## config.mk

```make
export PLATFORM = sky130hd
export DESIGN_NAME = mem_arbiter
export DESIGN_NICKNAME = d
export VERILOG_FILES = /design/src/rtl/mem_arbiter.sv
export SDC_FILE = /design/constraint.sdc
export NUM_CORES = 1
export LEC_CHECK = 0
export BUFFER_PORTS_ARGS = -buffer_cell sky130_fd_sc_hd__buf_2
export CORE_MARGIN = 3
export CORE_UTILIZATION = 30
export CTS_CLUSTER_DIAMETER = 40
export CTS_CLUSTER_SIZE = 40
export DETAILED_ROUTE_END_ITERATION = 8
export HOLD_SLACK_MARGIN = 0.15
export PLACE_DENSITY = 0.68
export SYNTH_ARGS = -nofsm -noshare
export SYNTH_HDL_FRONTEND = slang
export SYNTH_SLANG_ARGS = --single-unit
```

## constraint.sdc

```tcl
create_clock -name CLK -period 1.6 [get_ports CLK]
set_input_delay 0.24 -clock CLK [delete_from_list [all_inputs] [get_ports CLK]]
set_output_delay 0.24 -clock CLK [all_outputs]
set_load 0.05 [all_outputs]
```

## src/rtl/mem_arbiter.sv

```systemverilog
// Shared RAM port arbiter: serialises data and fetch requests onto one RAM
// port with data priority, returning one-cycle hit pulses with load data.
`timescale 1ns/1ps
module mem_arbiter #(
    parameter int ADDR_W  = 32,
    parameter int DATA_W  = 32,
    parameter int TIMEOUT = 255
) (
    input  logic              CLK,
    input  logic              nRST,
    input  logic              i_ren,
    input  logic [ADDR_W-1:0] i_addr,
    input  logic              d_ren,
    input  logic              d_wen,
    input  logic [ADDR_W-1:0] d_addr,
    input  logic [DATA_W-1:0] d_store,
    output logic              i_hit,
    output logic [DATA_W-1:0] i_load,
    output logic              d_hit,
    output logic [DATA_W-1:0] d_load,
    output logic              ram_ren,
    output logic              ram_wen,
    output logic [ADDR_W-1:0] ram_addr,
    output logic [DATA_W-1:0] ram_store,
    input  logic [DATA_W-1:0] ram_load,
    input  logic              ram_ready,
    output logic              err
);

    localparam logic [1:0] IDLE   = 2'd0;
    localparam logic [1:0] ACCESS = 2'd1;
    localparam logic [1:0] DONE   = 2'd2;

    localparam logic [1:0] OP_IFETCH = 2'd0;
    localparam logic [1:0] OP_DREAD  = 2'd1;
    localparam logic [1:0] OP_WRITE  = 2'd2;

    localparam logic [7:0] LAST_WAIT = 8'(TIMEOUT - 1);

    logic [1:0]        state;
    logic [1:0]        op;
    logic [7:0]        wait_cnt;
    logic [1:0]        grant_op;
    logic              grant_valid;
    logic              finish;
    logic [DATA_W-1:0] resp;

    always_comb begin
        grant_op    = OP_IFETCH;
        grant_valid = 1'b1;
        priority case (1'b1)
            d_wen:   grant_op = OP_WRITE;
            d_ren:   grant_op = OP_DREAD;
            i_ren:   grant_op = OP_IFETCH;
            default: grant_valid = 1'b0;
        endcase
    end

    // A timeout completes the access with a zero response.
    assign finish = ram_ready || (wait_cnt == LAST_WAIT);
    assign resp   = (ram_ready && op != OP_WRITE) ? ram_load : '0;

    always_ff @(posedge CLK or negedge nRST) begin
        if (!nRST) begin
            state     <= IDLE;
            op        <= OP_IFETCH;
            wait_cnt  <= '0;
            i_hit     <= 1'b0;
            d_hit     <= 1'b0;
            i_load    <= '0;
            d_load    <= '0;
            ram_ren   <= 1'b0;
            ram_wen   <= 1'b0;
            ram_addr  <= '0;
            ram_store <= '0;
            err       <= 1'b0;
        end else begin
            case (state)
                IDLE: begin
                    if (grant_valid) begin
                        op        <= grant_op;
                        ram_addr  <= (grant_op == OP_IFETCH) ? i_addr : d_addr;
                        ram_store <= (grant_op == OP_WRITE) ? d_store : '0;
                        ram_ren   <= (grant_op != OP_WRITE);
                        ram_wen   <= (grant_op == OP_WRITE);
                        wait_cnt  <= '0;
                        state     <= ACCESS;
                    end
                end
                ACCESS: begin
                    if (finish) begin
                        ram_ren <= 1'b0;
                        ram_wen <= 1'b0;
                        i_hit   <= (op == OP_IFETCH);
                        d_hit   <= (op != OP_IFETCH);
                        i_load  <= (op == OP_IFETCH) ? resp : '0;
                        d_load  <= (op == OP_DREAD) ? resp : '0;
                        if (!ram_ready) begin
                            err <= 1'b1;
                        end
                        state <= DONE;
                    end else begin
                        wait_cnt <= wait_cnt + 8'd1;
                    end
                end
                DONE: begin
                    i_hit  <= 1'b0;
                    d_hit  <= 1'b0;
                    i_load <= '0;
                    d_load <= '0;
                    state  <= IDLE;
                end
                default: begin
                    state <= IDLE;
                end
            endcase
        end
    end

endmodule
```

# Word-level counts from Yosys, hierarchy flattened

Cells that the tools add are included.

Reduce and logical (&&, ||, !) cells: 14
Add/subtract/negate cells: 1
Equal/unequal tests: 10
Mux-type cells: 29
Bitwise logic cells: 1

Operators with widths:

| cell                                                                   | number |
|---|---|
| 32-bit 2-to-1 mux                                                      | 7 |
| 32-bit case mux with 2 select lines                                    | 2 |
| 8-bit 2-to-1 mux                                                       | 2 |
| 8-bit case mux with 2 select lines                                     | 1 |
| 2-bit inequality test (second input constant)                          | 5 |
| 1-bit 2-to-1 mux                                                       | 9 |
| 3-bit AND reduction                                                    | 3 |
| 8-bit by 1-bit adder with 8-bit output (second input constant)         | 1 |
| 8-bit equality test (second input constant)                            | 1 |
| 1-bit case mux with 2 select lines                                     | 4 |
| 2-bit logical NOT                                                      | 3 |
| 2-bit 2-to-1 mux                                                       | 3 |
| 2-bit AND reduction                                                    | 3 |
| 2-bit nonzero test                                                     | 3 |
| 2-bit by 1-bit equality test with 1-bit output (second input constant) | 2 |
| 2-bit equality test (second input constant)                            | 2 |
| 2-bit case mux with 2 select lines                                     | 1 |
| 1-bit logical AND                                                      | 1 |
| 1-bit logical OR                                                       | 1 |
| 1-bit NOT                                                              | 1 |

Bits of input ports: 134
Bits in registers: 145
Output and inout port bits: 133
Logic and storage cells: 67

# Logic depth before layout (Yosys ltp)

Gate-level depths: netlist (run 1).

Depth in word-level cells: 6
Mapped depth: 8
Mapped depth without buffers: 7

# Least setup slack after synthesis (run 1)

OpenSTA, ideal clock, no wires.

Path kind: flip-flop to flip-flop
Start: register wait_cnt[0]
End: register wait_cnt[5]
Required time: 1.476 ns
Setup time: 0.124 ns
Arrival: 1.421 ns
Slack: 0.055 ns
Cell stages (with the launch flop): 7
Buffers on the path: 0
Clock period less this slack: 1.545 ns
Cells stage by stage: dfrtp_1 -> inv_1 -> ha_1 -> nand3_1 -> o21a_2 -> and3_1 -> a211o_1

Word-level cells in the longest chain between the ends: 4
Elaborated cells between the ends (all ways): 7
Those cells by class: add/sub (1); eq/ne (2); mux (2); reduce/logical (2)

Ends and longest elaborated chain:

| element                                                                        | line | source |
|---|---|---|
| start, declared                                                                | 42   | `logic [7:0] wait_cnt;` |
| start signal, assigned                                                         | 103  | `wait_cnt <= wait_cnt + 8'd1;` |
| branches (longest 4 deep; another with 8-bit by 1-bit adder with 8-bit output) | n/a  |  |

Parallel ways; which one is timed is not known. The select of a mux whose other input is x is not followed.
A chain may end at the register's enable or synchronous reset.

# Worst setup path in the final report (run 1)

Start: register wait_cnt[0]
End: register d_hit

Word-level cells in the longest chain between the ends: 4

Ends and longest elaborated chain:

| element                                | line | source |
|---|---|---|
| 8-bit equality test                    | 60   | `assign finish = ram_ready \|\| (wait_cnt == LAST_WAIT);` |
| 1-bit logical OR                       | 60   |  |
| 2-bit inequality test (no source line) | n/a  |  |
| 2-bit AND reduction (no source line)   | n/a  |  |
| end signal, assigned                   | 95   | `d_hit <= (op != OP_IFETCH);` |
| end, declared                          | 19   | `output logic d_hit,` |

No other way between the ends.

==> results of run 1 <==
-- placed cells by master, fill, tap and decap left out, types with 3 or more instances in the layout --
master,synthesis,routed
sky130_fd_sc_hd__a21oi_1,7,7
sky130_fd_sc_hd__a22o_1,31,31
sky130_fd_sc_hd__and3_1,4,4
sky130_fd_sc_hd__buf_12,3,14
sky130_fd_sc_hd__buf_2,20,265
sky130_fd_sc_hd__buf_4,4,16
sky130_fd_sc_hd__bufinv_16,0,3
sky130_fd_sc_hd__clkbuf_16,0,17
sky130_fd_sc_hd__clkinvlp_4,0,3
sky130_fd_sc_hd__dfrtp_1,145,145
sky130_fd_sc_hd__dlygate4sd3_1,0,122
sky130_fd_sc_hd__inv_1,4,4
sky130_fd_sc_hd__inv_6,0,4
sky130_fd_sc_hd__mux2i_1,33,33
sky130_fd_sc_hd__nand2_1,134,134
sky130_fd_sc_hd__nand3_1,40,39
sky130_fd_sc_hd__nand4_1,32,32
sky130_fd_sc_hd__nor2_1,5,5
sky130_fd_sc_hd__nor3_1,3,3
sky130_fd_sc_hd__o21ai_0,48,48
sky130_fd_sc_hd__o21ai_2,30,30
-- metrics by stage --
step	worst slack [ns]	power, uW	hold slack (ns)
global placement	0.0506	15400	0.172
floorplan	0.0549	12700	-0.0556
global route	0.00627	21000	0.181
CTS	0.0128	20100	0.152
finish	0.0898	20000	0.165
detailed placement	0.0188	15600	0.177
-- critical path, cell delays in order (launching register included) --
cell                       delay, ns
sky130_fd_sc_hd__dfrtp_1        0.37
sky130_fd_sc_hd__inv_1          0.06
sky130_fd_sc_hd__ha_1           0.16
sky130_fd_sc_hd__nand3_2        0.12
sky130_fd_sc_hd__o21bai_4       0.18
sky130_fd_sc_hd__and2_4         0.21
sky130_fd_sc_hd__buf_12         0.15
sky130_fd_sc_hd__mux2i_1        0.18
-- Yosys cell counts (4+ instances only) --
library cell	instances	area, um2
sky130_fd_sc_hd__dfrtp_1	145	3630
sky130_fd_sc_hd__nand2_1	134	503
sky130_fd_sc_hd__o21ai_0	48	240
sky130_fd_sc_hd__nand3_1	40	200
sky130_fd_sc_hd__mux2i_1	33	330
sky130_fd_sc_hd__nand4_1	32	200
sky130_fd_sc_hd__a22o_1	31	272
sky130_fd_sc_hd__o21ai_2	30	263
sky130_fd_sc_hd__clkbuf_1	21	78.8
sky130_fd_sc_hd__buf_2	20	100
sky130_fd_sc_hd__a21oi_1	7	35.0
sky130_fd_sc_hd__nor2_1	5	18.8
sky130_fd_sc_hd__and3_1	4	25.0
sky130_fd_sc_hd__buf_4	4	30.0
sky130_fd_sc_hd__inv_1	4	15.0
-- flip-flops by register name, indices dropped and copies added, names as in the netlist, 2 cells and up --
register,count
d_load,32
ram_store,32
state,2
wait_cnt,8
i_load,32
op,2
ram_addr,32
-- path summary, 6_finish.rpt --
path / cells past startpoint / to
setup / recovery: 7 / d_hit$_DFFE_PN0P_
setup reg to reg: 7 / d_hit$_DFFE_PN0P_
hold reg to reg: 2 / ram_store[6]$_DFFE_PN0P_
min in group asynchronous: 2 / i_load[16]$_DFFE_PN0P_
max in group asynchronous: 3 / ram_store[24]$_DFFE_PN0P_
hold / removal: 3 / ram_addr[20]$_DFFE_PN0P_
-- metal layers --
metal,GRT usage,vias to the layer above,part of all wire
li1,-,2866,-
met2,0.301,220,0.51
met1,0.226,2880,0.41
met4,0.0730,0,0.028
met5,0,-,0
met3,0.0382,39,0.052
-- layout make-up --
type                       instances  area [um2]  share of cell area
antenna                            1        2.50            0.000251
tap                              270         338              0.0339
multi-input combinational        394        2390               0.240
timing repair buffer             419        2970               0.298
clock buffer                      18         439              0.0441
clock inverter                    14         178              0.0178
inverter                           4        15.0             0.00151
sequential                       145        3630               0.364
-- logic make-up after synthesis --
kind of cell / after synthesis
AO/OA/AOI/OAI: 128
adder cells (fa/ha/maj): 2
flip-flops: 145
multiplexers: 33
buffers and inverters: 53
AND/OR/NAND/NOR: 231
-- what timing repair did --
action	4_1_cts	5_1_grt
hold endpoints to repair	269	0
hold buffers	122	0
endpoints found under the setup margin	0	50
gates resized for setup	0	4
-- power by group through the flow --
stage | Clock [uW] | Sequential (uW) | Combinational, uW
finish | 4170 | 5680 | 10100
global route | 4440 | 5860 | 10700
CTS | 4280 | 5680 | 10100
detailed placement | 0 | 5710 | 9870
global placement | 0 | 5710 | 9730
floorplan | 0 | 9930 | 2790
==> run summary, run 1 <==
======================================================================================
DIE AREA                                                                    22,700 um2
Post-synthesis average cell area                                              10.6 um2
Total of warnings raised by yosys                                                    0
Total clock buffers created by CTS                                                  17
Starting Density                                                                 0.307
H-tree depth                                                                         4
Switching power                                                                9790 uW
Share of final-layout standard cells stronger than drive strength 1              0.374
Vert. Die Dim                                                                   151 um
Final RePlAce weighted congestion                                                0.856
Largest driver fanout on the critical path                                          11
Cell Int Power                                                               10,200 uW
I/O pin cnt                                                                        267
Nets in the synthesized netlist                                                    728
Number of buffers between clock root and the deepest sink                            2
Async set or reset register ratio after synthesis                                 1.00
Fin util                                                                         0.487
Relative slew slack                                                              0.740
Final standard cell count with taps included and fillers excluded                1,265
Launch point of the critical path                                         wait_cnt[0]$_DFFE_PN0P_
CTS tree                                                                         built
Startpoint Class                                                              register
Pwr Density                                                                2010 nW/um2
Worst-path clk slew                                                            0.06 ns
Total iterations of the first detailed-routing run                                   6
Simple-gate area share of the yosys netlist                                      0.172
Proportion of synthesized chip area in sequential cells                          0.578
Fill cell instance count of the final layout                                     1,838
Required time of the worst setup path                                          1.94 ns
Post-CTS setup buffers                                                               0
Critical path arrival                                                          1.85 ns
Startpoint of the worst register-to-register path                         wait_cnt[0]$_DFFE_PN0P_
Root buffer selected by CTS                                               sky130_fd_sc_hd__clkbuf_16
Top flip-flop cell by instance count after synthesis                      sky130_fd_sc_hd__dfrtp_1
Total track usage                                                                0.180
Port buffer count                                                                  266
Final critical delay including setup and external delays                       1.51 ns
Antenna violation net count after detailed routing                                   0
Part of the power in registers                                                   0.284
Largest net degree at the start of global routing                                   81
Final Hold Viols                                                                     0
Clock insertion delay at the later pin of the skew report                      0.42 ns
Initial DRC Count                                                                  297
Critical path type                                                          reg -> reg
Share of the clock period used by the worst path                                 0.944
Area of all placed cells without fillers                                      9960 um2
Netlist Area Pre-Place                                                        6280 um2
Clock Sinks                                                                        145
Drc violations                                                                       0
Area of the core                                                            20,400 um2
First-pass GRT wire length                                                     32.4 mm
Via-to-Cell Ratio                                                                 4.75
Adder-cell area share of the yosys netlist                                     0.00398
Dominant combinational cell family by area after synthesis                simple AND/OR/NAND/NOR gates
Detailed Route WL                                                              20.5 mm
Portion of total power attributed to combinational logic                         0.507
Result of the run                                                            completed
Std cell rows                                                                       52
Number of pins with negative max-slew slack in the final report                      0
Number of distinct standard cells referenced by the synthesized netlist             38
Compound-gate portion of the synthesized area                                    0.147
Largest vdd supply drop                                                        1.08 mV
Number of standard cells after synthesis                                           592
Max-Cap Viols                                                                        0
DPL Wire Length                                                                13.5 mm
Wire length per cell after detailed routing                                    16.2 um
Worst min-delay path category                                                in -> reg
Switching part of the total                                                      0.490
Setup tns final                                                                   0 ns
Clock network power share                                                        0.209
Layout net count                                                                 1,117
Worst setup EP type                                                           register
Area growth from synthesis to final layout                                       58.5%
Multiplexer share of the synthesized area                                       0.0526
Xor and xnor area share after synthesis                                              0
Actual transition at the worst max-transition pin                             0.391 ns
Register-to-register setup slack                                               0.09 ns
Cell count after placement                                                       1,110
Placed Instance Area                                                          8100 um2
Clock skew                                                                   0.0140 ns
Total number of vias                                                             6,005
Number of global-route vias before repair                                        6,185
Count of flip-flops with a built-in enable after synthesis                           0
Highest attainable clock frequency                                           0.662 GHz
Synthesis-stage register bit count                                                 145
Setup violators final                                                                0
Leakage power of the design                                                 0.00508 uW
Unrepaired setup endpoints after global routing                                  false
Origin of the worst min-delay path                                          d_addr[20]
Die span in x                                                                   151 um
Antenna violations before repair                                                     0
Total overflow reported by the global router                                         0
======================================================================================
Note: power is estimated with default switching activity, not from simulation.
==> inputs of run 2 (changes only) <==
- ABC_AREA: default -> 1
- PLACE_DENSITY: 0.68 -> 0.67
==> run 2 against run 1 <==
- power up 0.75%
- largest cell class unchanged
- final cell count grew 14%
- critical path depth grew 3
- count of clock-buffer cells in the layout is 2 higher
==> run summary, run 2 <==
======================================================================================
Result of the run                                                            completed   unchanged
Relative slew slack                                                              0.580   was 0.740
Highest attainable clock frequency                                           0.643 GHz   was 0.662 GHz
Pwr Density                                                                1940 nW/um2   was 2010 nW/um2
Number of pins with negative max-slew slack in the final report                      0   unchanged
Post-synthesis average cell area                                              8.41 um2   was 10.6 um2
Total of warnings raised by yosys                                                    0   unchanged
Final critical delay including setup and external delays                       1.56 ns   was 1.51 ns
Worst min-delay path category                                                in -> reg   unchanged
Clock network power share                                                        0.213   was 0.209
Total clock buffers created by CTS                                                  17   unchanged
# diodes                                                                             0   was 1
Drc violations                                                                       0   unchanged
Switching part of the total                                                      0.496   was 0.490
Clock Sinks                                                                        145   unchanged
Count of flip-flops with a built-in enable after synthesis                           0   unchanged
Actual transition at the worst max-transition pin                             0.631 ns   was 0.391 ns
Area of the core                                                            21,400 um2   was 20,400 um2
Die span in x                                                                   155 um   was 151 um
Unrepaired setup endpoints after global routing                                   true   was false
CP max stage delay                                                             0.38 ns   was 0.37 ns
Crit path cell chain                                                      inv_2 -> ha_4 -> nand2_4 -> nor2_4 -> nand2_4 -> nand2_8 -> buf_12 -> buf_6 -> nand4_1 -> nand2_1   was inv_1 -> ha_1 -> nand3_2 -> o21bai_4 -> and2_4 -> buf_12 -> mux2i_1
Largest driver fanout on the critical path                                           7   was 11
Leading cell type by number of instances after synthesis                  sky130_fd_sc_hd__nand2_1   was sky130_fd_sc_hd__dfrtp_1
Part of the power in registers                                                   0.280   was 0.284
Final Hold Viols                                                                     0   unchanged
Worst-path clk slew                                                            0.06 ns   about the same
Total overflow reported by the global router                                         0   unchanged
Area of all placed cells without fillers                                    10,400 um2   was 9960 um2
DPL Wire Length                                                                14.2 mm   was 13.5 mm
Clock insertion delay at the later pin of the skew report                      0.41 ns   was 0.42 ns
Wire length per cell after detailed routing                                    16.5 um   was 16.2 um
Final standard cell count with taps included and fillers excluded                1,441   was 1,265
Hold Worst Slack                                                              0.174 ns   was 0.165 ns
Number of buffers and inverters on the critical path                                 3   was 2
First-pass GRT wire length                                                     35.7 mm   was 32.4 mm
Most common library cell in the layout ignoring fill and taps             sky130_fd_sc_hd__buf_2   unchanged
Total number of vias                                                             7,213   was 6,005
Startpoint Class                                                              register   unchanged
Synthesis-stage register bit count                                                 145   unchanged
Via-to-Cell Ratio                                                                 5.01   was 4.75
H-tree depth                                                                         4   unchanged
Number of buffers between clock root and the deepest sink                            2   unchanged
Detailed Route WL                                                              23.7 mm   was 20.5 mm
Final RePlAce weighted congestion                                                0.831   was 0.856
Leakage power of the design                                                 0.00552 uW   was 0.00508 uW
Startpoint of the worst register-to-register path                         wait_cnt[0]$_DFFE_PN0P_   unchanged
Antenna violation net count after detailed routing                                   0   unchanged
Largest net degree at the start of global routing                                   67   was 81
Netlist Area Pre-Place                                                        6630 um2   was 6280 um2
CTS tree                                                                         built   unchanged
Antenna violations before repair                                                     0   unchanged
Initial DRC Count                                                                  355   was 297
Total track usage                                                                0.183   was 0.180
Number of standard cells after synthesis                                           788   was 592
Critical path type                                                          reg -> reg   unchanged
Area growth from synthesis to final layout                                       56.7%   was 58.5%
Starting Density                                                                 0.310   was 0.307
Root buffer selected by CTS                                               sky130_fd_sc_hd__clkbuf_16   unchanged
Vert. Die Dim                                                                   155 um   was 151 um
Leading area contributor after synthesis                                  sky130_fd_sc_hd__dfrtp_1   unchanged
Fill cell instance count of the final layout                                     1,942   was 1,838
Portion of total power attributed to combinational logic                         0.507   about the same
Largest vdd supply drop                                                        1.26 mV   was 1.08 mV
Most used cell along the critical path                                    sky130_fd_sc_hd__nand2_4
Top flip-flop cell by instance count after synthesis                      sky130_fd_sc_hd__dfrtp_1   unchanged
Launch point of the critical path                                         wait_cnt[0]$_DFFE_PN0P_   unchanged
Critical path arrival                                                          1.90 ns   was 1.85 ns
Commonest non-fill, non-tap cells in the layout                           sky130_fd_sc_hd__buf_2, sky130_fd_sc_hd__nand2_1, sky130_fd_sc_hd__dfrtp_1   was sky130_fd_sc_hd__buf_2, sky130_fd_sc_hd__dfrtp_1, sky130_fd_sc_hd__nand2_1
Top cell types by occurrence after synthesis                              sky130_fd_sc_hd__nand2_1, sky130_fd_sc_hd__dfrtp_1, sky130_fd_sc_hd__nand3_1, sky130_fd_sc_hd__nor2_1, sky130_fd_sc_hd__nand4_1   was sky130_fd_sc_hd__dfrtp_1, sky130_fd_sc_hd__nand2_1, sky130_fd_sc_hd__o21ai_0, sky130_fd_sc_hd__nand3_1, sky130_fd_sc_hd__mux2i_1
Placed Instance Area                                                          8390 um2   was 8100 um2
Proportion of synthesized chip area in sequential cells                          0.548   was 0.578
Share of the clock period used by the worst path                                 0.972   was 0.944
Required time of the worst setup path                                          1.95 ns   was 1.94 ns
Number of global-route vias before repair                                        6,858   was 6,185
Top cell family by delay on the critical path                             simple AND/OR/NAND/NOR gates   was flip-flops
Share of the synthesized area in the top cell type                               0.548   was 0.578
Clock skew                                                                   0.0119 ns   was 0.0140 ns
Port buffer count                                                                  266   unchanged
Async set or reset register ratio after synthesis                                 1.00   unchanged
Sequential cell area                                                          3630 um2   unchanged
Number of distinct standard cells referenced by the synthesized netlist             25   was 38
Max-Cap Viols                                                                        0   unchanged
Setup violators final                                                                0   unchanged
I/O pin cnt                                                                        267   unchanged
Overall power                                                                20,100 uW   was 20,000 uW
Setup tns final                                                                   0 ns   unchanged
Layout net count                                                                 1,289   was 1,117
Std cell rows                                                                       53   was 52
Origin of the worst min-delay path                                        ram_load[25]   was d_addr[20]
Cell count after placement                                                       1,295   was 1,110
Switching power                                                                9980 uW   was 9790 uW
Total iterations of the first detailed-routing run                                   5   was 6
Top area cells in the synthesized netlist                                 sky130_fd_sc_hd__dfrtp_1, sky130_fd_sc_hd__nand2_1, sky130_fd_sc_hd__nand3_1   was sky130_fd_sc_hd__dfrtp_1, sky130_fd_sc_hd__nand2_1, sky130_fd_sc_hd__mux2i_1
Nets in the synthesized netlist                                                    924   was 728
Critical-path top delay cell                                              sky130_fd_sc_hd__dfrtp_1   unchanged
Footprint of the multi-input gates                                            2570 um2   was 2390 um2
Cell Int Power                                                               10,200 uW   about the same
Worst setup EP type                                                           register   unchanged
Share of final-layout standard cells stronger than drive strength 1              0.311   was 0.374
DIE AREA                                                                    23,900 um2   was 22,700 um2
======================================================================================
run 2: cell types whose count changed after synthesis, sizes merged, moves of 31 or more:
cell	delta
mux2i	-33
inv	+42
a22o	-31
nand2	+66
nand3	+40
nor2	+70
nand4	+31
run 2: logic make-up (layout without fill, tap and decap cells):
kind of cell / Yosys count / count (layout) / synth area share
buffers and inverters: 110 / 487 / 0.0768
adder cells (fa/ha/maj): 2 / 2 / 0.00378
AO/OA/AOI/OAI: 106 / 106 / 0.0870
flip-flops: 145 / 145 / 0.548
AND/OR/NAND/NOR: 424 / 425 / 0.283
XOR/XNOR: 1 / 1 / 0.00132
run 2: timing repair:
action / in CTS / in global routing
setup buffers: 0 / 3
hold buffers: 98 / 0
endpoints found under the setup margin: 0 / 73
gates resized for setup: 0 / 16
hold endpoints to repair: 210 / 0
run 2: path summary, 6_finish.rpt:
check,slack [ns],depth (start not counted),endpoint
setup / recovery,0.04,10,d_load[12]$_DFFE_PN0P_
min in group asynchronous,0.30,2,d_load[8]$_DFFE_PN0P_
hold reg to reg,0.47,2,ram_wen$_DFFE_PN0P_
hold / removal,0.17,5,i_load[25]$_DFFE_PN0P_
max in group asynchronous,0.74,3,ram_store[12]$_DFFE_PN0P_
setup reg to reg,0.04,10,d_load[12]$_DFFE_PN0P_
run 2: worst reg2reg max path, delay by kind of cell (launching register included):
kind / cells / cell delay, ns
DFF: 1 / 0.38
adders and majority gates: 1 / 0.13
buffers and inverters: 3 / 0.38
and+or+nand+nor: 6 / 0.60
run 2: cell type report:
cell class,instances,area share
clock buffer,20,0.0430
sequential,145,0.349
multi-input combinational,534,0.248
inverter,46,0.0166
clock inverter,12,0.0175
tap,275,0.0331
timing repair buffer,409,0.292
run 2: power groups by stage:
stage | clock network, uW | logic [uW] | registers, uW
after floorplan | 0 | 2790 | 9760
after global placement | 0 | 9590 | 5620
after detailed placement | 0 | 9680 | 5640
after CTS | 4390 | 9850 | 5620
after global routing | 4570 | 10800 | 5790
final | 4290 | 10200 | 5640
run 2: layer usage:
metal	global-route usage	vias up	share of wire
li1	-	3379	-
met1	0.242	3371	0.41
met2	0.288	413	0.46
met3	0.0481	50	0.094
met4	0.0706	0	0.029
met5	0	-	0
run 2: per-stage QoR:
stage,utilization,setup WS [ns]
floorplan,-,0.114
global placement,0.393,0.0762
detailed placement,0.393,0.0367
CTS,0.468,0.0117
global route,0.486,-0.0494
finish,0.486,0.0444
